### config.mk
export PLATFORM = sky130hd
export DESIGN_NAME = bus_response_collector
export DESIGN_NICKNAME = d
export VERILOG_FILES = /design/src/rtl/bus_pkg.sv /design/src/rtl/onehot_mux.sv /design/src/rtl/bus_response_collector.sv
export SDC_FILE = /design/constraint.sdc
export NUM_CORES = 1
export LEC_CHECK = 0
export ABC_AREA = 0
export CAP_MARGIN = 10
export CELL_PAD_IN_SITES_DETAIL_PLACEMENT = 2
export CELL_PAD_IN_SITES_GLOBAL_PLACEMENT = 2
export CORE_ASPECT_RATIO = 2
export CORE_MARGIN = 1
export CORE_UTILIZATION = 18
export DETAILED_ROUTE_END_ITERATION = 12
export GPL_TIMING_DRIVEN = 0
export HOLD_SLACK_MARGIN = 0.05
export PLACE_DENSITY_LB_ADDON = 0.25
export SLEW_MARGIN = 5
export SYNTH_ARGS = -nofsm -noshare
export SYNTH_HDL_FRONTEND = slang
export SYNTH_SLANG_ARGS = --single-unit
### constraint.sdc
create_clock -name clk -period 2.1 [get_ports clk]
set_input_delay 0.21 -clock clk [delete_from_list [all_inputs] [get_ports clk]]
set_output_delay 0.21 -clock clk [all_outputs]
set_load 0.005 [all_outputs]
### src/rtl/bus_pkg.sv
// rtl/bus_pkg.sv - shared types, defaults and one-hot classifier for the bus return path
// Purpose: state encoding, default slot count, error data word and a
//          one-hot classification helper shared with the decoder bench.
// Ports:   none (package)
package bus_pkg;

  typedef enum logic [1:0] {
    ST_IDLE = 2'd0,
    ST_WAIT = 2'd1,
    ST_DONE = 2'd2
  } state_e;

  typedef enum logic [1:0] {
    OH_ZERO   = 2'd0,
    OH_SINGLE = 2'd1,
    OH_MULTI  = 2'd2
  } onehot_e;

  localparam int          NDEV_DEFAULT     = 8;
  localparam logic [31:0] ERR_DATA_DEFAULT = 32'hDEADBEEF;

  // Classifies an enable vector (zero-extended to 32 bits by the caller).
  // v & (v-1) clears the lowest set bit, so it is zero only for a single hit.
  function automatic onehot_e onehot_check(input logic [31:0] v);
    if (v == 32'd0) begin
      return OH_ZERO;
    end else if ((v & (v - 32'd1)) == 32'd0) begin
      return OH_SINGLE;
    end else begin
      return OH_MULTI;
    end
  endfunction

endpackage

### src/rtl/onehot_mux.sv
// rtl/onehot_mux.sv - one-hot indexed data and ready select for the device slots
// Purpose: picks the read data and ready strobe of the slot named by a
//          one-hot select; an all-zero select yields zero data and no ready.
// Ports:   sel_i        one-hot slot select
//          dev_ready_i  per-slot ready strobes
//          dev_rdata_i  per-slot read data, slot i at [32*i+31:32*i]
//          rdata_o      data of the selected slot
//          ready_o      ready of the selected slot
module onehot_mux
  import bus_pkg::*;
#(
  parameter int NDEV = NDEV_DEFAULT
) (
  input  logic [NDEV-1:0]    sel_i,
  input  logic [NDEV-1:0]    dev_ready_i,
  input  logic [NDEV*32-1:0] dev_rdata_i,
  output logic [31:0]        rdata_o,
  output logic               ready_o
);

  // AND-OR mux: correct for one-hot select, no priority chain needed.
  always_comb begin
    rdata_o = 32'd0;
    for (int i = 0; i < NDEV; i++) begin
      if (sel_i[i]) begin
        rdata_o = rdata_o | dev_rdata_i[32*i +: 32];
      end
    end
  end

  assign ready_o = |(sel_i & dev_ready_i);

endmodule

### src/rtl/bus_response_collector.sv
// rtl/bus_response_collector.sv - collects the selected device reply and returns one beat to the CPU
// Purpose: latches the decoded enable, strobes the selected device, waits
//          for its ready (bounded by TIMEOUT) and returns a registered
//          ready/rdata/error beat. Bad decodes and timeouts return ERR_DATA.
// Ports:   clk, reset   clock, asynchronous active-high reset
//          mem_valid    CPU request strobe, held until mem_ready
//          enables      decoder one-hot slot enables
//          dev_ready    per-device completion strobes
//          dev_rdata    per-device read data, slot i at [32*i+31:32*i]
//          dev_valid    per-device request strobe (selected slot in WAIT)
//          mem_ready    one-cycle completion pulse
//          mem_rdata    returned read data
//          bus_error    1 when the completion is an error beat
module bus_response_collector
  import bus_pkg::*;
#(
  parameter int          NDEV     = NDEV_DEFAULT,
  parameter int          TIMEOUT  = 255,
  parameter logic [31:0] ERR_DATA = ERR_DATA_DEFAULT
) (
  input  logic               clk,
  input  logic               reset,
  input  logic               mem_valid,
  input  logic [NDEV-1:0]    enables,
  input  logic [NDEV-1:0]    dev_ready,
  input  logic [NDEV*32-1:0] dev_rdata,
  output logic [NDEV-1:0]    dev_valid,
  output logic               mem_ready,
  output logic [31:0]        mem_rdata,
  output logic               bus_error
);

  localparam logic [15:0] CNT_LAST = 16'(TIMEOUT - 1);

  state_e            state_q;
  logic [NDEV-1:0]   sel_q;
  logic [15:0]       cnt_q;
  logic              mem_ready_q;
  logic [31:0]       mem_rdata_q;
  logic              bus_error_q;

  logic [31:0]       sel_rdata;
  logic              sel_ready;
  onehot_e           dec_kind;

  // NDEV is at most 32, so zero-extension keeps the classification exact.
  assign dec_kind = onehot_check(32'(enables));

  onehot_mux #(
    .NDEV(NDEV)
  ) u_mux (
    .sel_i      (sel_q),
    .dev_ready_i(dev_ready),
    .dev_rdata_i(dev_rdata),
    .rdata_o    (sel_rdata),
    .ready_o    (sel_ready)
  );

  always_ff @(posedge clk or posedge reset) begin
    if (reset) begin
      state_q     <= ST_IDLE;
      sel_q       <= '0;
      cnt_q       <= 16'd0;
      mem_ready_q <= 1'b0;
      mem_rdata_q <= 32'd0;
      bus_error_q <= 1'b0;
    end else begin
      mem_ready_q <= 1'b0;
      case (state_q)
        ST_IDLE: begin
          if (mem_valid) begin
            if (dec_kind == OH_SINGLE) begin
              sel_q   <= enables;
              cnt_q   <= 16'd0;
              state_q <= ST_WAIT;
            end else begin
              // Unmapped or multiply-decoded: no device is ever strobed.
              mem_rdata_q <= ERR_DATA;
              bus_error_q <= 1'b1;
              mem_ready_q <= 1'b1;
              state_q     <= ST_DONE;
            end
          end
        end
        ST_WAIT: begin
          if (!mem_valid) begin
            sel_q   <= '0;
            state_q <= ST_IDLE;
          end else if (sel_ready) begin
            // Checked before the timeout so a last-cycle ready still succeeds.
            mem_rdata_q <= sel_rdata;
            bus_error_q <= 1'b0;
            mem_ready_q <= 1'b1;
            state_q     <= ST_DONE;
          end else if (cnt_q == CNT_LAST) begin
            mem_rdata_q <= ERR_DATA;
            bus_error_q <= 1'b1;
            mem_ready_q <= 1'b1;
            state_q     <= ST_DONE;
          end else begin
            cnt_q <= cnt_q + 16'd1;
          end
        end
        ST_DONE: begin
          sel_q   <= '0;
          state_q <= ST_IDLE;
        end
        default: begin
          sel_q   <= '0;
          state_q <= ST_IDLE;
        end
      endcase
    end
  end

  assign dev_valid = (state_q == ST_WAIT) ? sel_q : '0;
  assign mem_ready = mem_ready_q;
  assign mem_rdata = mem_rdata_q;
  assign bus_error = bus_error_q;

endmodule

==> Yosys cells after proc, flatten, opt, wreduce, memory -nomap -nowiden <==
Cells that the tools add are included.
{ "totals": {"register_bits": 60, "latchBits": 0, "ram_bits": 0, "romBits": 0, "input_bits": 275, "output_inout_bits": 42, "elab_cells": 83, "memories": 0} }
{ "classes": {"addsub": 2, "mul": 0, "n_div": 0, "n_lt_le_gt_ge": 0, "n_eq_ne": 12, "n_shift": 0, "n_mux": 45, "bitwise_logic": 9, "reduce_logical": 9} }
{ "ops": {"columns": ["cell", "count"], "rows": [
  ["32-bit 2-to-1 mux", 13],
  ["32-bit OR", 7],
  ["16-bit 2-to-1 mux", 5],
  ["32-bit case mux with 2 select lines", 1],
  ["8-bit by 32-bit bitwise AND with 32-bit output", 1],
  ["32-bit logical NOT", 1],
  ["8-bit 2-to-1 mux", 4],
  ["16-bit case mux with 2 select lines", 1],
  ["16-bit by 1-bit adder with 16-bit output (second input constant)", 1],
  ["16-bit by 8-bit equality test with 1-bit output (second input constant)", 1],
  ["8-bit case mux with 2 select lines", 1],
  ["2-bit 2-to-1 mux", 7],
  ["2-bit inequality test (second input constant)", 7],
  ["1-bit 2-to-1 mux", 10],
  ["8-bit by 1-bit subtractor with 9-bit output (second input constant)", 1],
  ["8-bit bitwise AND", 1],
  ["8-bit logical NOT", 1],
  ["8-bit OR reduction", 1],
  ["6-bit AND reduction", 1],
  ["5-bit AND reduction", 1],
  ["2-bit by 1-bit equality test with 1-bit output (second input constant)", 2],
  ["4-bit inequality test (second input constant)", 1],
  ["1-bit case mux with 2 select lines", 2],
  ["2-bit case mux with 2 select lines", 1],
  ["other kinds (5)", 5]
]} }

==> Longest topological paths before layout <==
Gate-level depths: netlist of the first run.
{ "depth": {"ltp_word": 18, "depth_mapped": 10, "mapped_depth_nobuf": 9} }

==> Hierarchy <==
Synthesis of the first run repeated with hierarchy kept, for this count alone.
{ "hier_totals": {"hier_cells": 521, "area_unflattened_um2": 4868.4} }
{ "by_module_without_submodules": {"columns": ["mod", "n_inst", "cells_per_inst", "area_each_um2", "seq_area_each_um2"], "rows": [
  ["bus_response_collector", 1, 324, 3166.8, 1501.4],
  ["onehot_mux", 1, 197, 1701.6, 0.0]
]} }

==> Worst setup path after synthesis of the first run <==
OpenSTA, ideal clock, no wires.
{ "synth_timing": {"kind": "reg-to-reg", "startpoint": "register cnt_q[0]", "endpoint": "register cnt_q[1]", "setup_time_ns": 0.125, "arrival_ns": 1.733, "t_required_ns": 1.975, "path_slack_ns": 0.242, "path_stages_with_launch": 10, "n_path_buf": 0, "synth_period_minus_slack_ns": 1.858, "path_cell_list": "dfrtp_1 -> inv_1 -> ha_1 -> nor4b_1 -> and4b_1 -> o21ai_2 -> o31ai_4 -> nand2b_4 -> inv_2 -> mux2_4"} }
{ "synth_between": {"elab_chain_len": 5, "word_cells_on_any_way": 8, "cone_classes": "1 x add/sub; 2 x eq/ne; 4 x mux; 1 x reduce/logical"} }
{ "synth_lines": {"columns": ["item", "line_no", "source"], "rows": [
  ["start: declaration", "bus_response_collector.sv:37", "logic [15:0] cnt_q;"],
  ["start signal: assignment", "bus_response_collector.sv:101", "cnt_q <= cnt_q + 16'd1;"],
  ["16-bit by 1-bit adder with 16-bit output", "bus_response_collector.sv:101", null],
  ["16-bit 2-to-1 mux", "bus_response_collector.sv:95", "end else if (cnt_q == CNT_LAST) begin"],
  ["16-bit 2-to-1 mux", "bus_response_collector.sv:89", "end else if (sel_ready) begin"],
  ["16-bit 2-to-1 mux", "bus_response_collector.sv:86", "if (!mem_valid) begin"],
  ["16-bit case mux with 2 select lines", "bus_response_collector.sv:69", "case (state_q)"]
]} }
Parallel ways exist; a longest one is shown, timed or not. The select of a mux whose other input is x is not followed.
A chain may end at the register's enable or synchronous reset.

==> Final worst setup path of the first run <==
{ "layout_timing": {"startpoint": "register cnt_q[1]", "endpoint": "register cnt_q[4]"} }
Same word-level chain as after synthesis.

==> results.py, run 1 <==
metrics = {
    "run_status": {
        "status": "finished, final reports clean",
    },
    "cells_and_area": {
        "fin_cells": 1090,
        "area_growth_pct": 99.1,
        "fillers": 2514,
        "final_common_cell": "clkdlybuf4s50_1",
        "nNetsFinal": 1077,
        "finalInstanceArea_mm2": 0.00840,
        "drive_gt1_frac": 0.124,
        "final_cell_mix": "305 x clkdlybuf4s50_1, 136 x a22oi_1, 50 x dfrtp_1",
    },
    "logic_synthesis": {
        "yosysUniqueCellTypes": 49,
        "syn-num-nets": 734,
        "synth_cells": 457,
        "synthFlopType": "dfrtp_1",
        "synth-simple-area-share": 0.174,
        "synth_area_mm2": 0.00422,
        "synth_top_family_by_area": "compound AO/OA/AOI/OAI gates",
        "ys_seq_area_frac": 0.356,
        "synth_edf_count": 0,
        "synth_xor_area_frac": 0,
        "synthAdderAreaFrac": 0.00593,
        "yosys_register_bits": 60,
        "syn_avg_cell_area_um2": 9.23,
        "synthMuxAreaShare": 0.00356,
        "ys_warn_count": 0,
        "synthArstFlopShare": 1.00,
        "synth-compound-area-share": 0.400,
    },
    "cts": {
        "cts_hold_buffers": 0,
        "cts_tree": "done",
        "cts_buffers": 9,
        "cts_sinks": 60,
        "clockRootBuffer": "clkbuf_16",
        "h-tree-depth": 3,
        "clk_path_buf_depth": 2,
        "path_clk_slew_ps": 50,
        "clock_latency_ps": 340,
    },
    "critical_path": {
        "cp_data_arrival_time_ps": 2290,
        "r2r_slack_ps": 30,
        "path_class": "reg -> reg",
        "required_ps": 2320,
        "rr_startpoint": "cnt_q[1]",
        "r2r-end": "cnt_q[4]",
        "path_max_fanout": 10,
        "endpoint_kind": "register",
        "cp-start-kind": "register",
        "reg2regPathDepth": 8,
    },
    "grt": {
        "grt_max_degree": 34,
        "grt_pass1_vias": 6623,
        "grt.total_usage": 0.257,
        "antenna_found_initial": 4,
        "grt_pass1_wl_mm": 43.7,
        "grt_overflow": 0,
    },
    "route": {
        "drtIter0Drc": 253,
        "routedWlPerCell_um": 29.1,
        "detail_route.first_pass.iterations": 4,
        "vias_per_cell": 5.35,
        "final_antenna_net_count": 0,
        "drt-total-wl_mm": 31.7,
        "drcViolationCount": 0,
        "vias": 5828,
    },
    "floorplanning": {
        "die_y_um": 218,
        "core_mm2": 0.0228,
        "die_area_mm2": 0.0241,
        "rows": 78,
        "die_x_um": 110,
        "io_pins": 317,
        "initial_core_util": 0.185,
    },
    "sta": {
        "fmax_ghz": 0.483,
        "finalHoldViolCount": 0,
        "finalSetupViolCount": 0,
        "final.period_utilization": 0.986,
        "slew-limit-headroom": 0.373,
        "rsz0062_at_grt": "true",
        "slew_violations": 0,
        "fin_skew_ps": 5.26,
        "period_minus_slack_ps": 2070,
        "tightest_slew_ps": 940,
    },
    "place": {
        "dp.final_hpwl_mm": 25.6,
        "place_inst": 1054,
        "gp_congestion": 0.848,
        "port_buffers": 316,
        "placed_cell_area_mm2": 0.00775,
    },
    "pwr": {
        "power.leakage_nw": 3.09,
        "cellPowerDensity_mw_per_mm2": 428,
        "ir_drop_mv": 0.274,
    },
    "job": {
        "drv_cap": 0,
    },
    "worst_hold_path": {
        "hp-class": "in -> async",
    },
}
-- worst max path at each step --
stage,start,endpoint,cells past startpoint
after floorplan,cnt_q[0],cnt_q[1],9
after global placement,reset,mem_rdata[16],2
after detailed placement,sel_q[2],dev_valid[2],5
after CTS,enables[5],sel_q[2],9
after global routing,sel_q[5],cnt_q[4],7
final,cnt_q[1],cnt_q[4],8
-- kinds of logic (layout without fill, tap and decap cells) --
kind of cell / Yosys count / count (layout)
AOI/OAI and AO/OA: 207 / 207
and+or+nand+nor: 127 / 127
DFF: 60 / 60
buffers and inverters: 60 / 408
adders and majority gates: 2 / 2
muxes: 1 / 1
other: 0 / 5
-- timing repair --
item                                    CTS  global route
buffers inserted                          6            17
gates resized for setup                  55            14
gates cloned                              0             0
endpoints found under the setup margin   52            39
pin swaps                                 4             3
-- per-stage QoR --
step	setup TNS (ps)	power, W	hold slack [ps]	setup WS [ps]	utilization
after floorplan	0	0.00143	451	242	-
after global placement	-63800	0.00208	478	-796	0.339
after detailed placement	-20790	0.00211	493	-474	0.339
after CTS	0	0.00360	319	0.326	0.359
after global routing	-53.8	0.00371	358	-26.1	0.368
final	0	0.00360	303	28.4	0.368
-- worst max-delay path, cell delays in order, from the launching register on --
cell	delay [ps]
dfrtp_2	450
ha_1	200
nor4b_4	130
and4b_1	240
o21ai_2	190
o31ai_4	130
nand2b_4	210
buf_8	160
a22o_1	240
-- synth_stat cells (3+ instances only) --
cell,instances,area (um2)
a211o_1,4,35.0
a21oi_1,4,20.0
a22o_1,9,78.8
a22oi_1,137,1030
and3_1,4,25.0
buf_2,3,15.0
buf_6,3,33.8
clkbuf_1,38,143
dfrtp_1,60,1500
inv_1,11,41.3
nand2_1,17,63.8
nand3_1,10,50.1
nand4_1,36,225
nand4b_1,4,35.0
nor2_1,26,97.6
nor2b_1,7,43.8
nor3_1,6,30.0
o21ai_0,3,15.0
o22a_1,32,280
o32ai_2,8,130
-- report_power, final --
part / internal (W) / switching (W) / leakage [nW] / total, W
Combinational: 0.000591 / 0.000348 / 2.27 / 0.000938
Clock: 0.000895 / 0.000544 / 0.140 / 0.00144
Sequential: 0.00119 / 0.0000320 / 0.684 / 0.00122
Total: 0.00267 / 0.000923 / 3.09 / 0.00360
-- routing by layer --
metal | vias up | GRT usage | share of wire
met2 | 280 | 0.508 | 0.56
li1 | 2551 | - | -
met3 | 56 | 0.0501 | 0.073
met5 | - | 0 | 0
met1 | 2941 | 0.239 | 0.33
met4 | 0 | 0.126 | 0.042
-- final cells by class --
cell class,count,area (um2),area share
Inverter,13,51.3,0.00611
Tap cell,280,350,0.0417
Clock inverter,1,5.00,0.000596
Clock buffer,15,278,0.0331
Sequential cell,60,1510,0.180
Antenna cell,5,12.5,0.00149
Buffer,39,283,0.0337
Multi-Input combinational cell,337,2530,0.301
Timing Repair Buffer,340,3370,0.402
-- flip-flops by register name, summed over array words and instances (netlist names) --
name,flops
bus_error,1
cnt_q,16
mem_rdata,32
mem_ready,1
sel_q,8
state_q,2
(Power assumes the default switching activity.)
==> inputs of run 2 (changes only) <==
- CTS_CLUSTER_DIAMETER: not set -> 60
- PLACE_DENSITY: not set -> 0.84
- PLACE_DENSITY_LB_ADDON: 0.25 -> not set
==> run 2 against run 1 <==
Sequential share of layout area fell by 0.16 points. Setup slack got worse by 7.5 ps. Register-to-register slack barely moved. Via count fell by 1.5%. First-iteration DRC count fell by 17%. Sequential power barely moved. Combinational power rose by 1%. Routed wire length fell by 5.6%. Sequential cell count did not move. Clock skew rose by 3.8 ps. Critical path depth fell by 1.
==> results.py, run 2 (same netlist as run 1, synthesis figures left out) <==
metrics = {
    "run_status": {
        "status": "finished, final reports clean",
    },
    "cts": {
        "h-tree-depth": 3,
        "clock_latency_ps": 330,
        "clockRootBuffer": "clkbuf_16",
        "cts_tree": "done",
        "clk_path_buf_depth": 2,
        "path_clk_slew_ps": 60,
        "cts_hold_buffers": 0,
        "cts_sinks": 60,
        "cts_buffers": 9,
    },
    "grt": {
        "grt_overflow": 0,
        "grt_pass1_wl_mm": 40.7,
        "antenna_found_initial": 0,
        "grt_pass1_vias": 6415,
        "grt_max_degree": 61,
        "grt.total_usage": 0.239,
    },
    "route": {
        "final_antenna_net_count": 0,
        "drt-total-wl_mm": 29.9,
        "detail_route.first_pass.iterations": 4,
        "vias_per_cell": 5.30,
        "drtIter0Drc": 210,
        "vias": 5741,
        "drcViolationCount": 0,
        "routedWlPerCell_um": 27.6,
    },
    "cells_and_area": {
        "nNetsFinal": 1075,
        "final_common_cell": "clkdlybuf4s50_1",
        "fillers": 2507,
        "largest_register_ff_count": 32,
        "final_cell_mix": "306 x clkdlybuf4s50_1, 136 x a22oi_1, 51 x dfrtp_1",
        "area_growth_pct": 101,
        "drive_gt1_frac": 0.130,
        "fin_cells": 1083,
        "antenna_cells": 0,
    },
    "critical_path": {
        "cp_top_family": "simple AND/OR/NAND/NOR gates",
        "cp_data_arrival_time_ps": 2340,
        "path_cells": "ha_4, nor4b_4, and4b_2, nor2_1, nand3_2, nor4_1, a211o_1",
        "path_buf_inv": 0,
        "reg2regPathDepth": 7,
        "rr_startpoint": "cnt_q[1]",
        "crit_cells": 7,
        "r2r_slack_ps": 20,
        "endpoint_kind": "register",
        "path_class": "reg -> reg",
        "cp_slowest_cell": "dfrtp_2",
        "required_ps": 2360,
        "cp-start-kind": "register",
        "crit_path_end": "cnt_q[6]",
        "path_max_fanout": 6,
        "startpoint": "cnt_q[1]",
        "r2r-end": "cnt_q[6]",
        "cpPeakStageDelay_ps": 460,
    },
    "sta": {
        "finalSetupViolCount": 0,
        "tightest_slew_ps": 949,
        "rsz0062_at_grt": "true",
        "fin_skew_ps": 9.03,
        "fmax_ghz": 0.481,
        "slew_violations": 0,
        "fin_setup_tns_ps": 0,
        "final.period_utilization": 0.990,
        "period_minus_slack_ps": 2080,
        "timing.final.ws_setup_ps": 20.9,
        "finalHoldViolCount": 0,
        "slew-limit-headroom": 0.368,
    },
    "pwr": {
        "ir_drop_mv": 0.306,
        "power.share.sequential": 0.318,
        "switchingPower_w": 0.000949,
        "swShare": 0.247,
        "power.leakage_nw": 3.08,
        "p_int_w": 0.00290,
        "power_frac_clock": 0.435,
        "cellPowerDensity_mw_per_mm2": 455,
        "p_comb_frac": 0.247,
    },
    "floorplanning": {
        "core_mm2": 0.0228,
        "rows": 78,
        "die_x_um": 110,
        "die_area_mm2": 0.0241,
        "initial_core_util": 0.185,
        "io_pins": 317,
        "die_y_um": 218,
    },
    "place": {
        "dpl_worst_slack_ps": -974,
        "place_inst": 1053,
        "port_buffers": 316,
        "dp.final_hpwl_mm": 23.0,
        "gp_congestion": 0.839,
    },
    "job": {
        "drv_cap": 0,
    },
    "worst_hold_path": {
        "hp-class": "in -> async",
    },
}
[run 2: cell count changes in the layout (fill, tap and decap cells not counted), moves of 3 or more]
cell / change
nor2_2: -3
clkbuf_8: -3
clkbuf_1: -3
nor2_4: +4
diode_2: -5
[run 2: final cells by class]
| cell class | count | area, um2 | area share |
|---|---|---|---|
| buffer | 38 | 269 | 0.0318 |
| inverter | 13 | 53.8 | 0.00636 |
| clock buffer | 11 | 253 | 0.0299 |
| sequential | 60 | 1510 | 0.179 |
| timing repair buffer | 339 | 3370 | 0.398 |
| tap | 280 | 350 | 0.0414 |
| clock inverter | 5 | 83.8 | 0.00991 |
| multi-input combinational | 337 | 2570 | 0.304 |
[run 2: worst reg2reg max path, delay by kind of cell (launching register included)]
family,cells,cell delay (ps)
and+or+nand+nor,5,1210
AOI/OAI and AO/OA,1,180
adders and majority gates,1,180
DFF,1,460
[run 2: worst min-delay path by stage]
| stage | end | slack [ps] | cells past startpoint |
|---|---|---|---|
| after global routing | mem_rdata[6] | 440 | 2 |
| after CTS | mem_rdata[6] | 430 | 2 |
| after floorplan | mem_rdata[0] | 450 | 3 |
| after detailed placement | mem_rdata[24] | 500 | 1 |
| final | mem_rdata[6] | 370 | 2 |
| after global placement | bus_error | 470 | 1 |
[run 2: power groups by stage]
stage	registers (W)	clock network (W)	logic, W
floorplan	0.00123	0	0.000207
global placement	0.00123	0	0.000836
detailed placement	0.00124	0	0.000858
CTS	0.00122	0.00172	0.000917
global route	0.00123	0.00176	0.00101
finish	0.00122	0.00168	0.000952
[run 2: through the flow]
step / utilization / area, um2 / power (W) / hold WS [ps]
5_1_grt: 0.371 / 8460 / 0.00400 / 440
4_1_cts: 0.363 / 8300 / 0.00386 / 426
3_5_place_dp: 0.339 / 7730 / 0.00209 / 495
3_3_place_gp: 0.339 / 7730 / 0.00207 / 474
2_1_floorplan: - / 4220 / 0.00143 / 451
6_report: 0.371 / 8460 / 0.00385 / 369
[run 2: repair_timing]
action / 4_1_cts / 5_1_grt
endpoints found under the hold margin: 0 / 0
setup endpoints to repair: 62 / 39
setup buffers: 10 / 12
pin swaps: 4 / 5
gates resized for setup: 59 / 20
gates cloned: 0 / 1
[run 2: per-layer routing]
metal / GRT usage / vias to the layer above / wire [um]
met5: 0 / - / 0
met4: 0.111 / 0 / 1210
met3: 0.0391 / 62 / 1750
met2: 0.451 / 269 / 16600
met1: 0.249 / 2867 / 10400
li1: - / 2543 / -
==> inputs of run 3 (changes only) <==
- MAX_ROUTING_LAYER: not set -> met4
==> run 3 against run 2 <==
Count of clock-buffer cells in the layout did not move. Design area up 0.18%. Combinational power is essentially flat. Critical endpoint unchanged. Setup slack lost 8.6 ps. Global-route usage is 0.67 points higher. Via count hardly changed. Sequential share of layout area about the same. Sequential cell count did not move. Power about the same.
==> results.py, run 3 (same netlist as run 1, synthesis figures left out) <==
metrics = {
    "run_status": {
        "status": "finished, final reports clean",
    },
    "pwr": {
        "power_frac_clock": 0.435,
        "swShare": 0.246,
        "power.leakage_nw": 3.09,
        "p_comb_frac": 0.248,
        "power.share.sequential": 0.317,
        "switchingPower_w": 0.000949,
        "ir_drop_mv": 0.305,
        "p_int_w": 0.00290,
        "cellPowerDensity_mw_per_mm2": 454,
    },
    "sta": {
        "period_minus_slack_ps": 2090,
        "tightest_slew_ps": 942,
        "finalHoldViolCount": 0,
        "fmax_ghz": 0.479,
        "rsz0062_at_grt": "true",
        "finalSetupViolCount": 0,
        "fin_skew_ps": 8.60,
        "timing.final.ws_setup_ps": 12.3,
        "final.period_utilization": 0.994,
        "slew_violations": 0,
        "slew-limit-headroom": 0.372,
        "fin_setup_tns_ps": 0,
        "hold-worst-slack_ps": 366,
    },
    "job": {
        "drv_cap": 0,
    },
    "cts": {
        "cts_tree": "done",
        "cts_buffers": 9,
        "cts_hold_buffers": 0,
        "cts_sinks": 60,
        "clockRootBuffer": "clkbuf_16",
        "path_clk_slew_ps": 60,
        "clk_path_buf_depth": 2,
        "h-tree-depth": 3,
        "clock_latency_ps": 330,
    },
    "cells_and_area": {
        "final_cell_mix": "306 x clkdlybuf4s50_1, 136 x a22oi_1, 51 x dfrtp_1",
        "area_growth_pct": 101,
        "antenna_cells": 0,
        "fillers": 2505,
        "finalInstanceArea_mm2": 0.00848,
        "final_common_cell": "clkdlybuf4s50_1",
        "drive_gt1_frac": 0.132,
        "nNetsFinal": 1077,
        "largest_register_ff_count": 32,
        "fin_cells": 1085,
    },
    "floorplanning": {
        "initial_core_util": 0.185,
        "io_pins": 317,
        "die_x_um": 110,
        "die_y_um": 218,
        "die_area_mm2": 0.0241,
        "core_mm2": 0.0228,
        "rows": 78,
    },
    "critical_path": {
        "cp-start-kind": "register",
        "path_class": "reg -> reg",
        "cp_slowest_cell": "dfrtp_2",
        "path_max_fanout": 6,
        "endpoint_kind": "register",
        "required_ps": 2360,
        "cp_data_arrival_time_ps": 2350,
        "cpPeakStageDelay_ps": 460,
        "path_cells": "ha_4, nor4b_4, and4b_2, nor2_1, nand3_2, nor4_1, a211o_1",
    },
    "grt": {
        "grt.total_usage": 0.246,
        "antenna_found_initial": 0,
        "grt_overflow": 0,
        "grt_pass1_wl_mm": 40.7,
        "grt_max_degree": 61,
        "grt_pass1_vias": 6416,
    },
    "place": {
        "port_buffers": 316,
        "dpl_worst_slack_ps": -974,
        "place_inst": 1053,
        "placed_cell_area_mm2": 0.00773,
        "gp_congestion": 0.852,
        "dp.final_hpwl_mm": 23.0,
    },
    "route": {
        "drtIter0Drc": 204,
        "routedWlPerCell_um": 27.6,
        "drcViolationCount": 0,
        "vias_per_cell": 5.29,
        "vias": 5738,
        "final_antenna_net_count": 0,
        "drt-total-wl_mm": 29.9,
        "detail_route.first_pass.iterations": 4,
    },
    "worst_hold_path": {
        "hp-class": "in -> async",
    },
}
run 3: changes by cell type in the layout (fill, tap and decap cells not counted), sizes merged:
cell,delta
buf,+2
run 3: critical path, delay by kind of cell, from the launching register on:
family | cells | cell delay (ps)
adders and majority gates | 1 | 180
DFF | 1 | 460
and+or+nand+nor | 5 | 1210
AOI/OAI and AO/OA | 1 | 180
run 3: path summary, 6_finish.rpt:
kind | start | endpoint | slack [ps] | depth (start not counted)
min reg2reg | mem_rdata[22] | mem_rdata[22] | 510 | 1
min | reset | mem_rdata[6] | 370 | 2
min in group clk | mem_rdata[22] | mem_rdata[22] | 510 | 1
max reg2reg | cnt_q[1] | cnt_q[6] | 10 | 7
max | cnt_q[1] | cnt_q[6] | 10 | 7
max in group asynchronous | reset | cnt_q[1] | 1100 | 2
run 3: cell type report:
type	instances	area (um2)	share of cell area
timing repair buffer	341	3390	0.399
tap	280	350	0.0413
clock inverter	5	83.8	0.00989
clock buffer	11	253	0.0298
sequential	60	1510	0.178
buffer	38	269	0.0317
inverter	13	53.8	0.00635
multi-input combinational	337	2570	0.303
run 3: metrics by stage:
step / util / power (W)
finish: 0.371 / 0.00385
global route: 0.371 / 0.00401
CTS: 0.363 / 0.00386
detailed placement: 0.339 / 0.00209
global placement: 0.339 / 0.00207
floorplan: - / 0.00143
run 3: layer usage:
layer  track usage  part of all wire  vias up
met3        0.0415             0.059       60
met5             -                 0        -
met2         0.454              0.56      268
met1         0.247              0.35     2862
li1              -                 -     2548
met4         0.105             0.037        0
run 3: power groups by stage:
stage / logic (W) / clock network, W / registers, W
2_1_floorplan: 0.000207 / 0 / 0.00123
3_3_place_gp: 0.000836 / 0 / 0.00123
3_5_place_dp: 0.000858 / 0 / 0.00124
4_1_cts: 0.000917 / 0.00172 / 0.00122
5_1_grt: 0.00101 / 0.00177 / 0.00123
6_report: 0.000954 / 0.00168 / 0.00122
run 3: timing repair:
action | CTS | global route
cloned | 0 | 1
endpoints found under the setup margin | 62 | 39
resized for setup | 59 | 20
setup buffers | 10 | 14
pin swaps | 4 | 5
